==> config.mk <==
export PLATFORM = sky130hd
export DESIGN_NAME = lisp_uart_console_flat
export DESIGN_NICKNAME = d
export VERILOG_FILES = /design/src/rtl/lisp_uart_console_if.sv /design/src/rtl/lisp_uart_console.sv /design/src/flat_wrapper.sv
export SDC_FILE = /design/constraint.sdc
export NUM_CORES = 1
export LEC_CHECK = 0
export ABC_AREA = 0
export CAP_MARGIN = 0
export CORE_MARGIN = 4
export CORE_UTILIZATION = 45
export CTS_BUF_LIST = sky130_fd_sc_hd__clkbuf_2
export CTS_CLUSTER_DIAMETER = 150
export DETAILED_ROUTE_END_ITERATION = 10
export HOLD_SLACK_MARGIN = 0.1
export RECOVER_POWER = 50
export SLEW_MARGIN = 10
export SYNTH_ARGS = -nofsm -noshare
export SYNTH_HDL_FRONTEND = slang
export SYNTH_SLANG_ARGS = --single-unit
==> constraint.sdc <==
create_clock -name clk -period 3.7 [get_ports clk]
set_input_delay 0.74 -clock clk [delete_from_list [all_inputs] [get_ports clk]]
set_output_delay 0.74 -clock clk [all_outputs]
set_load 0.02 [all_outputs]
==> src/rtl/lisp_uart_console_if.sv <==
// Register bus between lisp_core and its memory-mapped peripherals.
interface lisp_uart_console_if;
    logic [6:0]  register_index;
    logic        register_read;
    logic        register_write;
    logic [15:0] register_write_value;
    logic [15:0] register_read_value;

    modport master (
        output register_index, register_read, register_write, register_write_value,
        input  register_read_value
    );

    modport slave (
        input  register_index, register_read, register_write, register_write_value,
        output register_read_value
    );
endinterface

==> src/rtl/lisp_uart_console.sv <==
// Serial console: DATA/STATUS/DIVISOR registers, TX FIFO feeding an 8N1
// transmitter, and an 8N1 receiver with a single holding register.
module lisp_uart_console #(
    parameter int BASE_INDEX      = 0,
    parameter int FIFO_DEPTH      = 8,
    parameter int DEFAULT_DIVISOR = 16,
    parameter int DIV_WIDTH       = 16
) (
    input  logic                 clk,
    input  logic                 reset,
    lisp_uart_console_if.slave   bus,
    output logic                 uart_tx,
    input  logic                 uart_rx,
    output logic                 rx_irq
);
    localparam int PTR_W = $clog2(FIFO_DEPTH);
    localparam int CNT_W = PTR_W + 1;
    localparam logic [6:0] IDX_DATA   = 7'(BASE_INDEX);
    localparam logic [6:0] IDX_STATUS = 7'(BASE_INDEX + 1);
    localparam logic [6:0] IDX_DIV    = 7'(BASE_INDEX + 2);
    localparam logic [DIV_WIDTH-1:0] DIV_MIN = DIV_WIDTH'(4);
    localparam logic [DIV_WIDTH-1:0] DIV_RST = DIV_WIDTH'(DEFAULT_DIVISOR);

    typedef enum logic [1:0] {TX_IDLE, TX_START, TX_DATA, TX_STOP} tx_state_t;
    typedef enum logic [1:0] {RX_IDLE, RX_START, RX_DATA, RX_STOP} rx_state_t;

    // Register-side state
    logic [15:0]          rd_val_q, rd_val_d;
    logic [DIV_WIDTH-1:0] divisor_q, divisor_d;
    logic [7:0]           rx_byte_q, rx_byte_d;
    logic                 rx_valid_q, rx_valid_d;
    logic                 tx_ovf_q, tx_ovf_d;
    logic                 rx_ovr_q, rx_ovr_d;
    logic                 rx_frm_q, rx_frm_d;

    // TX FIFO
    logic [7:0]       fifo_mem [FIFO_DEPTH];
    logic [PTR_W-1:0] wr_ptr_q, wr_ptr_d, rd_ptr_q, rd_ptr_d;
    logic [CNT_W-1:0] count_q, count_d;
    logic             fifo_empty, fifo_full, tx_push, tx_pop, wr_data;
    logic [7:0]       fifo_head;

    // TX FSM
    tx_state_t            tx_state_q;
    logic [DIV_WIDTH-1:0] tx_cnt_q, tx_div_q;
    logic [2:0]           tx_bit_q;
    logic [7:0]           tx_shift_q;
    logic                 uart_tx_q;

    // RX FSM
    rx_state_t            rx_state_q;
    logic [DIV_WIDTH-1:0] rx_cnt_q, rx_div_q;
    logic [2:0]           rx_bit_q;
    logic [7:0]           rx_shift_q;
    logic                 rx_sync1_q, rx_sync2_q, rx_prev_q;
    logic                 rx_fin, rx_done, rx_ferr;

    logic                 tx_idle;
    logic [15:0]          status_word;
    logic [DIV_WIDTH-1:0] div_wval;

    assign fifo_empty = (count_q == '0);
    assign fifo_full  = (count_q == CNT_W'(FIFO_DEPTH));
    assign fifo_head  = fifo_mem[rd_ptr_q];
    assign wr_data    = bus.register_write && (bus.register_index == IDX_DATA);
    // The FSM pops from IDLE, or at the very end of STOP to chain frames gap-free.
    assign tx_pop     = !fifo_empty &&
                        ((tx_state_q == TX_IDLE) || (tx_state_q == TX_STOP && tx_cnt_q == '0));
    // A pop in the same cycle frees a slot for a push into a full FIFO.
    assign tx_push    = wr_data && (!fifo_full || tx_pop);
    assign tx_idle    = fifo_empty && (tx_state_q == TX_IDLE);

    assign rx_fin  = (rx_state_q == RX_STOP) && (rx_cnt_q == '0);
    assign rx_done = rx_fin && rx_sync2_q;
    assign rx_ferr = rx_fin && !rx_sync2_q;

    assign status_word = {8'(count_q), 2'b00, rx_frm_q, rx_ovr_q, tx_ovf_q,
                          rx_valid_q, tx_idle, fifo_full};
    assign div_wval    = bus.register_write_value[DIV_WIDTH-1:0];

    assign bus.register_read_value = rd_val_q;
    assign uart_tx = uart_tx_q;
    assign rx_irq  = rx_valid_q;

    // Bus decode, sticky status bits, RX holding register and FIFO pointers.
    always_comb begin
        rd_val_d   = rd_val_q;
        divisor_d  = divisor_q;
        rx_byte_d  = rx_byte_q;
        rx_valid_d = rx_valid_q;
        tx_ovf_d   = tx_ovf_q;
        rx_ovr_d   = rx_ovr_q;
        rx_frm_d   = rx_frm_q;

        if (bus.register_read) begin
            if (bus.register_index == IDX_DATA) begin
                rd_val_d   = {7'b0, rx_valid_q, rx_byte_q};
                rx_valid_d = 1'b0;
            end else if (bus.register_index == IDX_STATUS) begin
                rd_val_d = status_word;
            end else if (bus.register_index == IDX_DIV) begin
                rd_val_d = 16'(divisor_q);
            end
        end

        if (bus.register_write && bus.register_index == IDX_STATUS) begin
            if (bus.register_write_value[3]) tx_ovf_d = 1'b0;
            if (bus.register_write_value[4]) rx_ovr_d = 1'b0;
            if (bus.register_write_value[5]) rx_frm_d = 1'b0;
        end
        if (bus.register_write && bus.register_index == IDX_DIV)
            divisor_d = (div_wval < DIV_MIN) ? DIV_MIN : div_wval;

        // Hardware sets come after the W1C so a coincident set wins.
        if (wr_data && !tx_push) tx_ovf_d = 1'b1;
        if (rx_done) begin
            rx_byte_d  = rx_shift_q;
            rx_valid_d = 1'b1;
            if (rx_valid_q) rx_ovr_d = 1'b1;
        end
        if (rx_ferr) rx_frm_d = 1'b1;

        wr_ptr_d = wr_ptr_q + PTR_W'(tx_push);
        rd_ptr_d = rd_ptr_q + PTR_W'(tx_pop);
        count_d  = count_q + CNT_W'(tx_push) - CNT_W'(tx_pop);
    end

    // Register-side state update.
    always_ff @(posedge clk) begin
        if (reset) begin
            rd_val_q   <= '0;
            divisor_q  <= DIV_RST;
            rx_byte_q  <= '0;
            rx_valid_q <= 1'b0;
            tx_ovf_q   <= 1'b0;
            rx_ovr_q   <= 1'b0;
            rx_frm_q   <= 1'b0;
            wr_ptr_q   <= '0;
            rd_ptr_q   <= '0;
            count_q    <= '0;
        end else begin
            rd_val_q   <= rd_val_d;
            divisor_q  <= divisor_d;
            rx_byte_q  <= rx_byte_d;
            rx_valid_q <= rx_valid_d;
            tx_ovf_q   <= tx_ovf_d;
            rx_ovr_q   <= rx_ovr_d;
            rx_frm_q   <= rx_frm_d;
            wr_ptr_q   <= wr_ptr_d;
            rd_ptr_q   <= rd_ptr_d;
            count_q    <= count_d;
        end
    end

    // FIFO storage; contents are don't-care while the count says empty.
    always_ff @(posedge clk) begin
        if (tx_push) fifo_mem[wr_ptr_q] <= bus.register_write_value[7:0];
    end

    // TX FSM; uart_tx is registered from the state, so the line lags the state by one clock.
    always_ff @(posedge clk) begin
        if (reset) begin
            tx_state_q <= TX_IDLE;
            tx_cnt_q   <= '0;
            tx_div_q   <= DIV_RST;
            tx_bit_q   <= '0;
            tx_shift_q <= '0;
            uart_tx_q  <= 1'b1;
        end else begin
            uart_tx_q <= (tx_state_q == TX_START) ? 1'b0 :
                         (tx_state_q == TX_DATA)  ? tx_shift_q[0] : 1'b1;
            case (tx_state_q)
                TX_IDLE: begin
                    if (tx_pop) begin
                        tx_shift_q <= fifo_head;
                        tx_div_q   <= divisor_q;
                        tx_cnt_q   <= divisor_q - 1'b1;
                        tx_state_q <= TX_START;
                    end
                end
                TX_START: begin
                    if (tx_cnt_q != '0) tx_cnt_q <= tx_cnt_q - 1'b1;
                    else begin
                        tx_cnt_q   <= tx_div_q - 1'b1;
                        tx_bit_q   <= '0;
                        tx_state_q <= TX_DATA;
                    end
                end
                TX_DATA: begin
                    if (tx_cnt_q != '0) tx_cnt_q <= tx_cnt_q - 1'b1;
                    else begin
                        tx_cnt_q <= tx_div_q - 1'b1;
                        if (tx_bit_q == 3'd7) tx_state_q <= TX_STOP;
                        else begin
                            tx_bit_q   <= tx_bit_q + 1'b1;
                            tx_shift_q <= tx_shift_q >> 1;
                        end
                    end
                end
                TX_STOP: begin
                    if (tx_cnt_q != '0) tx_cnt_q <= tx_cnt_q - 1'b1;
                    else if (tx_pop) begin
                        tx_shift_q <= fifo_head;
                        tx_div_q   <= divisor_q;
                        tx_cnt_q   <= divisor_q - 1'b1;
                        tx_state_q <= TX_START;
                    end else begin
                        tx_state_q <= TX_IDLE;
                    end
                end
                default: tx_state_q <= TX_IDLE;
            endcase
        end
    end

    // Two-flop synchronizer plus one delayed copy for falling-edge detection.
    always_ff @(posedge clk) begin
        if (reset) begin
            rx_sync1_q <= 1'b1;
            rx_sync2_q <= 1'b1;
            rx_prev_q  <= 1'b1;
        end else begin
            rx_sync1_q <= uart_rx;
            rx_sync2_q <= rx_sync1_q;
            rx_prev_q  <= rx_sync2_q;
        end
    end

    // RX FSM: half-bit wait to centre on the start bit, then full-bit steps.
    always_ff @(posedge clk) begin
        if (reset) begin
            rx_state_q <= RX_IDLE;
            rx_cnt_q   <= '0;
            rx_div_q   <= DIV_RST;
            rx_bit_q   <= '0;
            rx_shift_q <= '0;
        end else begin
            case (rx_state_q)
                RX_IDLE: begin
                    if (rx_prev_q && !rx_sync2_q) begin
                        rx_div_q   <= divisor_q;
                        rx_cnt_q   <= (divisor_q >> 1) - 1'b1;
                        rx_state_q <= RX_START;
                    end
                end
                RX_START: begin
                    if (rx_cnt_q != '0) rx_cnt_q <= rx_cnt_q - 1'b1;
                    else if (rx_sync2_q) rx_state_q <= RX_IDLE;
                    else begin
                        rx_cnt_q   <= rx_div_q - 1'b1;
                        rx_bit_q   <= '0;
                        rx_state_q <= RX_DATA;
                    end
                end
                RX_DATA: begin
                    if (rx_cnt_q != '0) rx_cnt_q <= rx_cnt_q - 1'b1;
                    else begin
                        rx_cnt_q   <= rx_div_q - 1'b1;
                        rx_shift_q <= {rx_sync2_q, rx_shift_q[7:1]};
                        if (rx_bit_q == 3'd7) rx_state_q <= RX_STOP;
                        else rx_bit_q <= rx_bit_q + 1'b1;
                    end
                end
                RX_STOP: begin
                    if (rx_cnt_q != '0) rx_cnt_q <= rx_cnt_q - 1'b1;
                    else rx_state_q <= RX_IDLE;
                end
                default: rx_state_q <= RX_IDLE;
            endcase
        end
    end
endmodule

==> src/flat_wrapper.sv <==
// flat-port wrapper written by rule: the top's interface ports become plain ports
module lisp_uart_console_flat 
#(
    parameter int BASE_INDEX      = 0,
    parameter int FIFO_DEPTH      = 8,
    parameter int DEFAULT_DIVISOR = 16,
    parameter int DIV_WIDTH       = 16
)
  (clk, reset, uart_tx, uart_rx, rx_irq, bus_register_index, bus_register_read, bus_register_write, bus_register_write_value, bus_register_read_value);
  lisp_uart_console_if bus_i ();
  input  logic clk;
  input  logic reset;
  output logic uart_tx;
  input  logic uart_rx;
  output logic rx_irq;
  input wire logic [$bits(bus_i.register_index)-1:0] bus_register_index;
  input wire logic [$bits(bus_i.register_read)-1:0] bus_register_read;
  input wire logic [$bits(bus_i.register_write)-1:0] bus_register_write;
  input wire logic [$bits(bus_i.register_write_value)-1:0] bus_register_write_value;
  output wire logic [$bits(bus_i.register_read_value)-1:0] bus_register_read_value;
  assign bus_i.register_index = bus_register_index;
  assign bus_i.register_read = bus_register_read;
  assign bus_i.register_write = bus_register_write;
  assign bus_i.register_write_value = bus_register_write_value;
  assign bus_register_read_value = bus_i.register_read_value;
  lisp_uart_console #(.BASE_INDEX(BASE_INDEX), .FIFO_DEPTH(FIFO_DEPTH), .DEFAULT_DIVISOR(DEFAULT_DIVISOR), .DIV_WIDTH(DIV_WIDTH)) u_core (.clk(clk), .reset(reset), .bus(bus_i), .uart_tx(uart_tx), .uart_rx(uart_rx), .rx_irq(rx_irq));
endmodule
; Word level (Yosys, flattened, before mapping)
; Memories as Yosys holds them, arrays and structs flattened. A register that Yosys moved wholly into a read port is not among the register bits.
; Index checks and enable logic that the tools add are counted.
[totals]
register_bits = 148
mem_bits_rw = 64
in_bits = 28
output_inout_bits = 18
wordCells = 179
n_memories = 1
[memory_table]
columns = name, words, word_bits, read_ports, rd_clocked_by_memory_dff, wr, line_no
row1 = u_core.fifo_mem, 8, 8, 1, 1, 1, lisp_uart_console.sv:37  ; logic [7:0] fifo_mem [FIFO_DEPTH];
[classes]
n_addsub = 12
magnitude_cmp = 1
n_eq_ne = 26
mux = 63
n_bitwise = 1
n_reduce_logical = 51
[ops]
columns = operator, n
row1 = 16-bit two-way mux, 14
row2 = 16-bit by 1-bit subtractor with 16-bit output (second input constant), 5
row3 = 16-bit one-hot mux with 4 select lines, 1
row4 = 16-bit one-hot mux with 3 select lines, 1
row5 = 16-bit logical NOT, 2
row6 = 8-bit two-way mux, 4
row7 = 16-bit one-hot mux with 2 select lines, 1
row8 = 16-bit nonzero test, 2
row9 = 3-bit two-way mux, 8
row10 = 8-bit one-hot mux with 3 select lines, 1
row11 = 2-bit two-way mux, 11
row12 = 2-bit inequality test (second input constant), 11
row13 = 1-bit two-way mux, 18
row14 = 2-bit nonzero test, 9
row15 = 16-bit by 3-bit less-than comparator with 1-bit output (second input constant), 1
row16 = 2-bit one-hot mux with 4 select lines, 2
row17 = 15-bit by 1-bit subtractor with 16-bit output (second input constant), 1
row18 = 5-bit AND reduction, 3
row19 = 2-bit AND reduction, 7
row20 = 1-bit logical AND, 12
row21 = 3-bit one-hot mux with 2 select lines, 2
row22 = 2-bit equality test (second input constant), 4
row23 = 4-bit AND reduction, 2
row24 = 7-bit by 1-bit equality test with 1-bit output (second input constant), 1
row25 = 19 further kinds, 31

; Logic depth before layout (Yosys ltp)
; Gate-level depths: netlist of run 1.
[depth]
word_depth = 10
ltp_mapped = 13
mapped_depth_nobuf = 13

; Least setup slack after synthesis of run 1
; OpenSTA, ideal clock, no wires.
[synth_path]
kind = input-to-reg
start = input bus_register_index[2]
end = memory u_core.fifo_mem[1][0], enable pin
t_arrival_ns = 2.698
slack_ns = 0.619
stages = 6
n_path_buf = 0
path_cell_list = or4_1 nor3_1 nand2_1 a31oi_1 nand2_1 nor3_1
[synth_via]
elab_chain_len = 5
[synth_rtl]
columns = element, line_no
row1 = start: declaration, flat_wrapper.sv:16  ; input wire logic [$bits(bus_i.register_index)-1:0] bus_register_index;
row2 = 7-bit logical NOT, lisp_uart_console.sv:65  ; assign wr_data = bus.register_write && (bus.register_index == IDX_DATA);
row3 = 1-bit logical AND, lisp_uart_console.sv:65
row4 = 1-bit logical AND, lisp_uart_console.sv:70  ; assign tx_push = wr_data && (!fifo_full || tx_pop);
row5 = 1-bit two-way mux, lisp_uart_console.sv:157  ; if (tx_push) fifo_mem[wr_ptr_q] <= bus.register_write_value[7:0];
row6 = 1-bit two-way mux (implied by the code), lisp_uart_console.sv:157
row7 = end: declaration, lisp_uart_console.sv:37
; Every way passes these cells.

; Worst setup path after layout of run 1
[layout_path]
start = register u_core.tx_cnt_q[0]
end = register u_core.rd_ptr_q[1]
[layout_via]
elab_chain_len = 5
[layout_rtl]
columns = element, line_no
row1 = start: declaration, lisp_uart_console.sv:45  ; logic [DIV_WIDTH-1:0] tx_cnt_q, tx_div_q;
row2 = start signal: assignment, lisp_uart_console.sv:177  ; tx_cnt_q <= divisor_q - 1'b1;
row3 = start signal: assignment, lisp_uart_console.sv:182  ; if (tx_cnt_q != '0) tx_cnt_q <= tx_cnt_q - 1'b1;
row4 = start signal: assignment, lisp_uart_console.sv:184  ; tx_cnt_q <= tx_div_q - 1'b1;
row5 = 16-bit logical NOT, lisp_uart_console.sv:68  ; ((tx_state_q == TX_IDLE) || (tx_state_q == TX_STOP && tx_cnt_q == '0));
row6 = 1-bit logical AND, lisp_uart_console.sv:68
row7 = 1-bit logical OR, lisp_uart_console.sv:68
row8 = 1-bit logical AND, lisp_uart_console.sv:67  ; assign tx_pop = !fifo_empty &&
row9 = 3-bit by 1-bit adder with 3-bit output, lisp_uart_console.sv:124  ; rd_ptr_d = rd_ptr_q + PTR_W'(tx_pop);
row10 = via u_core.rd_ptr_d[1], lisp_uart_console.sv:38  ; logic [PTR_W-1:0] wr_ptr_q, wr_ptr_d, rd_ptr_q, rd_ptr_d;
row11 = end signal: assignment, lisp_uart_console.sv:150  ; rd_ptr_q <= rd_ptr_d;
row12 = end: declaration, lisp_uart_console.sv:38
; The timed path passes the listed nets, and every way through them passes these cells.
; A chain may end at the register's enable or synchronous reset.

==> run metrics, run 1 <==
outcome=finished, violations left; failing checks=capacitance limit, slew limit; post-synthesis mux area share=approximately 7.1%; max incr delay on CP=a little over 800 ps; clock sinks=roughly 210; cts bufs inserted=56; main combinational cell family by area after synthesis=simple AND/OR/NAND/NOR gates; DRT iter0 DRCs=about 800; Post-CTS Setup Inserts=0; Max-slew headroom=-21.5%; worst hold-check path type=flip-flop to flip-flop; Buf+Inv Stages, Crit Path=2; clk_skew=between 60 and 70 ps; first drt pass iteration count=6; antenna viol nets, final=0; synth warn=0; Final period util=~85%; Tmin final=approximately 3200 ps; delay-heaviest family, CP=simple AND/OR/NAND/NOR gates; Cells after Synth=between 1000 and 1500; gpl congestion=between 0.8 and 0.9; commonest non-fill, non-tap cells in the layout=159 x nand2_1, 148 x dfxtp_1, 104 x a21oi_1, 103 x nor2_1, 77 x clkbuf_2; crit path kind=flip-flop to flip-flop; Nets=roughly 1300; core box area=around 24000 sq um; vias in the first global route=8861; clock latency on the worst-skew pair=a little under 900 ps; f_max=317 MHz; PortBufs=45; Mean Syn Cell Area=9.23 sq um; worst path cell trace=inv_1 > ha_1 > nor4b_1 > nand4_2 > o22ai_1 > clkbuf_1 > and2_1 > ha_1 > nor2b_1; r2r endpoint=u_core.rd_ptr_q[1]$_SDFF_PP0_; Overall Power=roughly 0.0078 W; Worst path slowest cell=clkbuf_1; Crit. Startpoint=u_core.tx_cnt_q[0]$_SDFF_PP0_; first-pass GRT wire length=approximately 48 mm; Total Routed Length=~30 mm; leakage=around 4.3 nW; FF+latch count, synth=approximately 210; total track usage=between 20% and 30%; Critical Path Start Type=flip-flop; Chip Width=about 160 microns; Synth async-reset ratio=0%; Resized Gates After CTS=0; Via density=~5.7; register area share after synthesis=between 40% and 50%; Final HPWL DP=around 21 mm; worst reg2reg path startpoint=u_core.tx_cnt_q[0]$_SDFF_PP0_; Synth area leaders=dfxtp_1 27%, edfxtp_1 18%, nand2_1 5.5%; crit end category=flip-flop; Final setup violation count=0; most common cell after layout, fill and taps aside=nand2_1; area delta synth->final=11.7%; Mapped Area=around 11000 sq um; Post-Synth XOR/XNOR Area=under 10%; Critical Path RT=4410 ps; Arr. time, crit path=between 3000 and 4000 ps; cell count along the critical path=9; EDFF count, synth=64; layout cells sized above 1=approximately 11%; DRC=0; clock buffer depth=3; die area=about 27000 sq um; IO Pins=46; simple-gate portion of the synthesized area=approximately 20%; crit-path max FO=19; grt total ovfl=0; CP endpoint=u_core.rd_ptr_q[1]$_SDFF_PP0_; Final Hold Fails=0; area leader, netlist=dfxtp_1; setup_tns=0 ps; unrepaired setup endpoints after global routing=false; share of synthesized cell area in full adder, half adder and majority cells=approximately 3.6%; cell mode on critical path=ha_1; Initial Utilization=between 40 and 50%; Reg clk slew, reported paths=roughly 100 ps; hold buffer count at cts=0; Post-Syn Nets=1241; CTS tree=built; VDD IR-drop max=0.361 mV; largest net degree at the start of global routing=roughly 110; Synth cell types=75; vias=roughly 9000; Die Y=about 160 microns; clk root buf=clkbuf_2; Wirelength per Cell=18.7 microns; Slew Viols, Final=35; pwr/cell area=642 nW/um^2; ys flop type=dfxtp_1; initial antenna violation count=1; Synth top area share=a little over a quarter; R2R depth=9; flop2flop setup slack=540 ps; transition time of the tightest slew-check pin=~1800 ps; H-tree levels=2; FP Rows=between 50 and 60; post-synthesis compound-gate area fraction=15.3%; number of max-cap violations=1
-- Yosys cell counts, drive strengths merged (5+ instances only) --
cell type and instances:
mux4 16, nor2b 9, o22ai 14, nand4 13
nand2 160, dfxtp 148, nor3 35, o211ai 11
o32ai 5, mux2i 41, a221oi 7, a211oi 11
inv 30, or2 7, xor2 34, a22oi 10
a21oi 105, buf 14, ha 30, nor4b 6
o21ai 52, xnor2 36, edfxtp 64, nand3 34
or4 9, nor4 19, clkbuf 61, nor2 103
o31ai 11, nand2b 11, or3 12
-- sequential cells by signal, indices dropped and copies added, names as in the netlist, 4 cells and up, named ones only --
name	cells
u_core.count_q	4
u_core.tx_shift_q	8
u_core.rx_cnt_q	16
u_core.fifo_mem	64
u_core.divisor_q	16
u_core.rx_byte_q	8
u_core.tx_div_q	16
u_core.tx_cnt_q	16
u_core.bus.register_read_value	16
u_core.rx_shift_q	8
u_core.rx_div_q	16
-- stage by stage --
stage / area (sq um) / util, % / std cells / hold WS, ps / worst slack [ps]
after global placement: 11700 / 49.5 / 1505 / 393 / 426
after detailed placement: 11700 / 49.5 / 1505 / 395 / 400
after global routing: 12200 / 51.4 / 1605 / 384 / 289
final: 12200 / 51.4 / 1605 / 413 / 544
after CTS: 12200 / 51.7 / 1604 / 251 / 837
after floorplan: 10900 / - / 1182 / 389 / 619
-- cell families after synthesis --
logic type	after synthesis
buf+inv	105
compound gates	268
fa+ha+maj	31
xor+xnor	70
flops	212
mux	57
simple gates	439
-- how the worst min path moves through the flow --
stage	startpoint	to	slack, ps	cells after the start
floorplan	u_core.rx_sync1_q$_SDFF_PP1_	u_core.rx_sync2_q$_SDFF_PP1_	390	1
global placement	u_core.rx_sync1_q$_SDFF_PP1_	u_core.rx_sync2_q$_SDFF_PP1_	390	1
detailed placement	u_core.rx_sync1_q$_SDFF_PP1_	u_core.rx_sync2_q$_SDFF_PP1_	390	1
CTS	reset	u_core.tx_div_q[15]$_SDFFE_PP0P_	250	2
global route	uart_rx	u_core.rx_sync1_q$_SDFF_PP1_	380	2
finish	u_core.rx_sync1_q$_SDFF_PP1_	u_core.rx_sync2_q$_SDFF_PP1_	410	1
-- report_power, final --
part / switching, W / internal [W] / total [W] / leakage, nW
logic: 0.00204 / 0.00128 / 0.00332 / 2.13
registers: 0.000264 / 0.00258 / 0.00285 / 1.77
clock network: 0.00100 / 0.000655 / 0.00166 / 0.381
-- metal layers --
metal	vias to the layer above	part of all wire, %	GRT usage [%]
met1	4311	48	33.4
met3	57	6.9	4.49
met5	-	0	0
met2	298	43	33.4
li1	4429	-	-
met4	0	2.0	6.60
-- final cells by class --
class,count,area (sq um)
repair buffers,79,663
clock buffers,77,385
well taps,319,399
inverters,30,113
diodes,1,2.50
fillers,2346,11500
multi-input cells,865,5600
flip-flops and latches,212,4880
clock inverters,22,130
No activity file was read; power rests on OpenSTA's default activity.
==> run 2: changes to the inputs <==
- ABC_CLOCK_PERIOD_IN_PS: unset -> 3200
- REMOVE_ABC_BUFFERS: unset -> 1
- clock period: 3.7 -> 3.2 ns (I/O delays scaled with it)
==> run metrics, run 2 (synthesized netlist as in run 1, its figures left out) <==
Final HPWL DP=21.0 mm (+0.39%); worst hold-check path type=input port to flip-flop; transition time of the tightest slew-check pin=1970 ps (+151 ps); flop2flop setup slack=370 ps (-180 ps); most common cell after layout, fill and taps aside=nand2_1; PortBufs=45 (unchanged); crit-path max FO=12 (-7); layout cells sized above 1=12.7% (+1.7 points); DRT iter0 DRCs=760 (-5.8%); worst path cell trace=inv_1 > ha_1 > nor4b_1 > nand4_2 > clkbuf_1 > a2111o_1 > a21oi_4 > mux2i_1 > nor2_1; DRC=0 (unchanged); GRT met1 Usage=32.3% (-1.1 points); final core occ=51.7% (+0.24 points); first-pass GRT wire length=48.0 mm (-0.32%); Worst path slowest cell=a2111o_1; # fillers=2329 (-0.72%); unrepaired setup endpoints after global routing=false; Critical Path Start Type=flip-flop; die area=26800 sq um (unchanged); core box area=23700 sq um (unchanged); Nets=1312 (+0.69%); crit end category=flip-flop; Final Non-Filler Cells=1618 (+0.81%); Max-slew headroom=-31.6% (-10 points); Place WS=35.7 ps (-364 ps); max incr delay on CP=530 ps (-280 ps); first drt pass iteration count=5 (-1); antenna viol nets, final=0 (unchanged); f_max=353 MHz (+11%); clk_skew=66.7 ps (-2.51 ps); total track usage=22.5% (-0.036 points); failing checks=capacitance limit, slew limit; worst reg2reg path startpoint=u_core.tx_cnt_q[0]$_SDFF_PP0_; Post-CTS Setup Inserts=0 (unchanged); max reg flops=64 (unchanged); initial antenna violation count=1 (unchanged); clock latency on the worst-skew pair=850 ps (-40 ps); CTS tree=built; vias=9063 (-0.35%); crit path kind=flip-flop to flip-flop; largest net degree at the start of global routing=45 (-58%); setup ws final=366 ps (-178 ps); pwr/cell area=738 nW/um^2 (+15%); cts bufs inserted=56 (unchanged); Final period util=88.6% (+3.3 points); clock sinks=212 (unchanged); clock buffer depth=3 (unchanged); area delta synth->final=12.2%; number of max-cap violations=1 (unchanged); H-tree levels=2 (unchanged); gpl congestion=0.884 (+1.6%); Overall Power=0.00902 W (+15%); GR Util met2=35.1% (+1.7 points); r2r endpoint=u_core.tx_shift_q[2]$_SDFFE_PP0P_; Reg clk slew, reported paths=100 ps (about the same); hold path startpoint=uart_rx; IO Pins=46 (unchanged); FP Rows=56 (unchanged); Top Usage Layer GRT=met2; Resized Gates After CTS=0 (unchanged); Via density=5.60 (-1.2%); met3 Use GR=3.89% (-0.61 points); hold buffer count at cts=0 (unchanged); Initial Utilization=46.1% (unchanged); Slew Viols, Final=45 (+29%); leakage=4.36 nW (+1.8%); dpl cells=1514 (+0.60%); Arr. time, crit path=3520 ps (-340 ps); WHS Endpoint=u_core.rx_sync1_q$_SDFF_PP1_; Final Hold Fails=0 (unchanged); VDD IR-drop max=0.514 mV (+42%); outcome=finished, violations left; Top reg by flops=u_core.fifo_mem; grt total ovfl=0 (unchanged); Die Y=164 microns (unchanged); Critical Path RT=3880 ps (-530 ps); commonest non-fill, non-tap cells in the layout=159 x nand2_1, 148 x dfxtp_1, 104 x a21oi_1, 102 x nor2_1, 95 x clkbuf_2; Final setup violation count=0 (unchanged); Tmin final=2830 ps (-322 ps); Chip Width=164 microns (unchanged); Hold Slack=358 ps (-55.3 ps); Hold Path Cell Cnt=2 (+1); Total Routed Length=30.0 mm (about the same); Wirelength per Cell=18.5 microns (-0.87%); R2R depth=9 (unchanged); clk root buf=clkbuf_2; vias in the first global route=8766 (-1.1%)
run 2: how the worst max path moves through the flow:
stage | start | end | slack, ps | depth (start not counted)
2_1_floorplan | bus_register_index[2] | u_core.fifo_mem[1][0]$_DFFE_PP_ | -750 | 6
3_3_place_gp | bus_register_index[2] | u_core.count_q[2]$_SDFF_PP0_ | 40 | 10
3_5_place_dp | bus_register_index[2] | u_core.count_q[2]$_SDFF_PP0_ | 40 | 10
4_1_cts | u_core.count_q[2]$_SDFF_PP0_ | u_core.count_q[1]$_SDFF_PP0_ | 410 | 10
5_1_grt | u_core.count_q[2]$_SDFF_PP0_ | u_core.count_q[3]$_SDFF_PP0_ | 150 | 11
6_report | u_core.tx_cnt_q[0]$_SDFF_PP0_ | u_core.tx_shift_q[2]$_SDFFE_PP0P_ | 370 | 9
run 2: routing by layer:
layer / routed length [microns] / vias up
li1: - / 4464
met1: 14200 / 4300
met2: 13600 / 250
met3: 1600 / 49
met4: 573 / 0
met5: 0 / -
run 2: worst max-delay path: cells and delay by family (launching register included):
family	cells	cell delay [ps]
compound gates	2	880
fa+ha+maj	1	140
buf+inv	2	420
flops	1	350
mux	1	240
simple gates	3	670
run 2: stage by stage:
stage          instance area, sq um  setup TNS [ps]
5_1_grt                       12200               0
3_3_place_gp                  11800               0
3_5_place_dp                  11800               0
6_report                      12200               0
4_1_cts                       12300               0
2_1_floorplan                 10600          -38790
run 2: report_power, final:
group	internal [W]	total, W	switching (W)
Sequential	0.00299	0.00325	0.000264
Combinational	0.00152	0.00388	0.00236
Clock	0.000759	0.00189	0.00113
run 2: layout make-up:
cell class                      count  area [sq um]  area share, %
Antenna cell                        1          2.50         0.0205
Inverter                           30           113          0.920
Clock buffer                       93           465           3.80
Clock inverter                     10          46.3          0.378
Timing Repair Buffer               88           717           5.86
Tap cell                          319           399           3.26
Multi-Input combinational cell    865          5610           45.8
Sequential cell                   212          4880           39.9
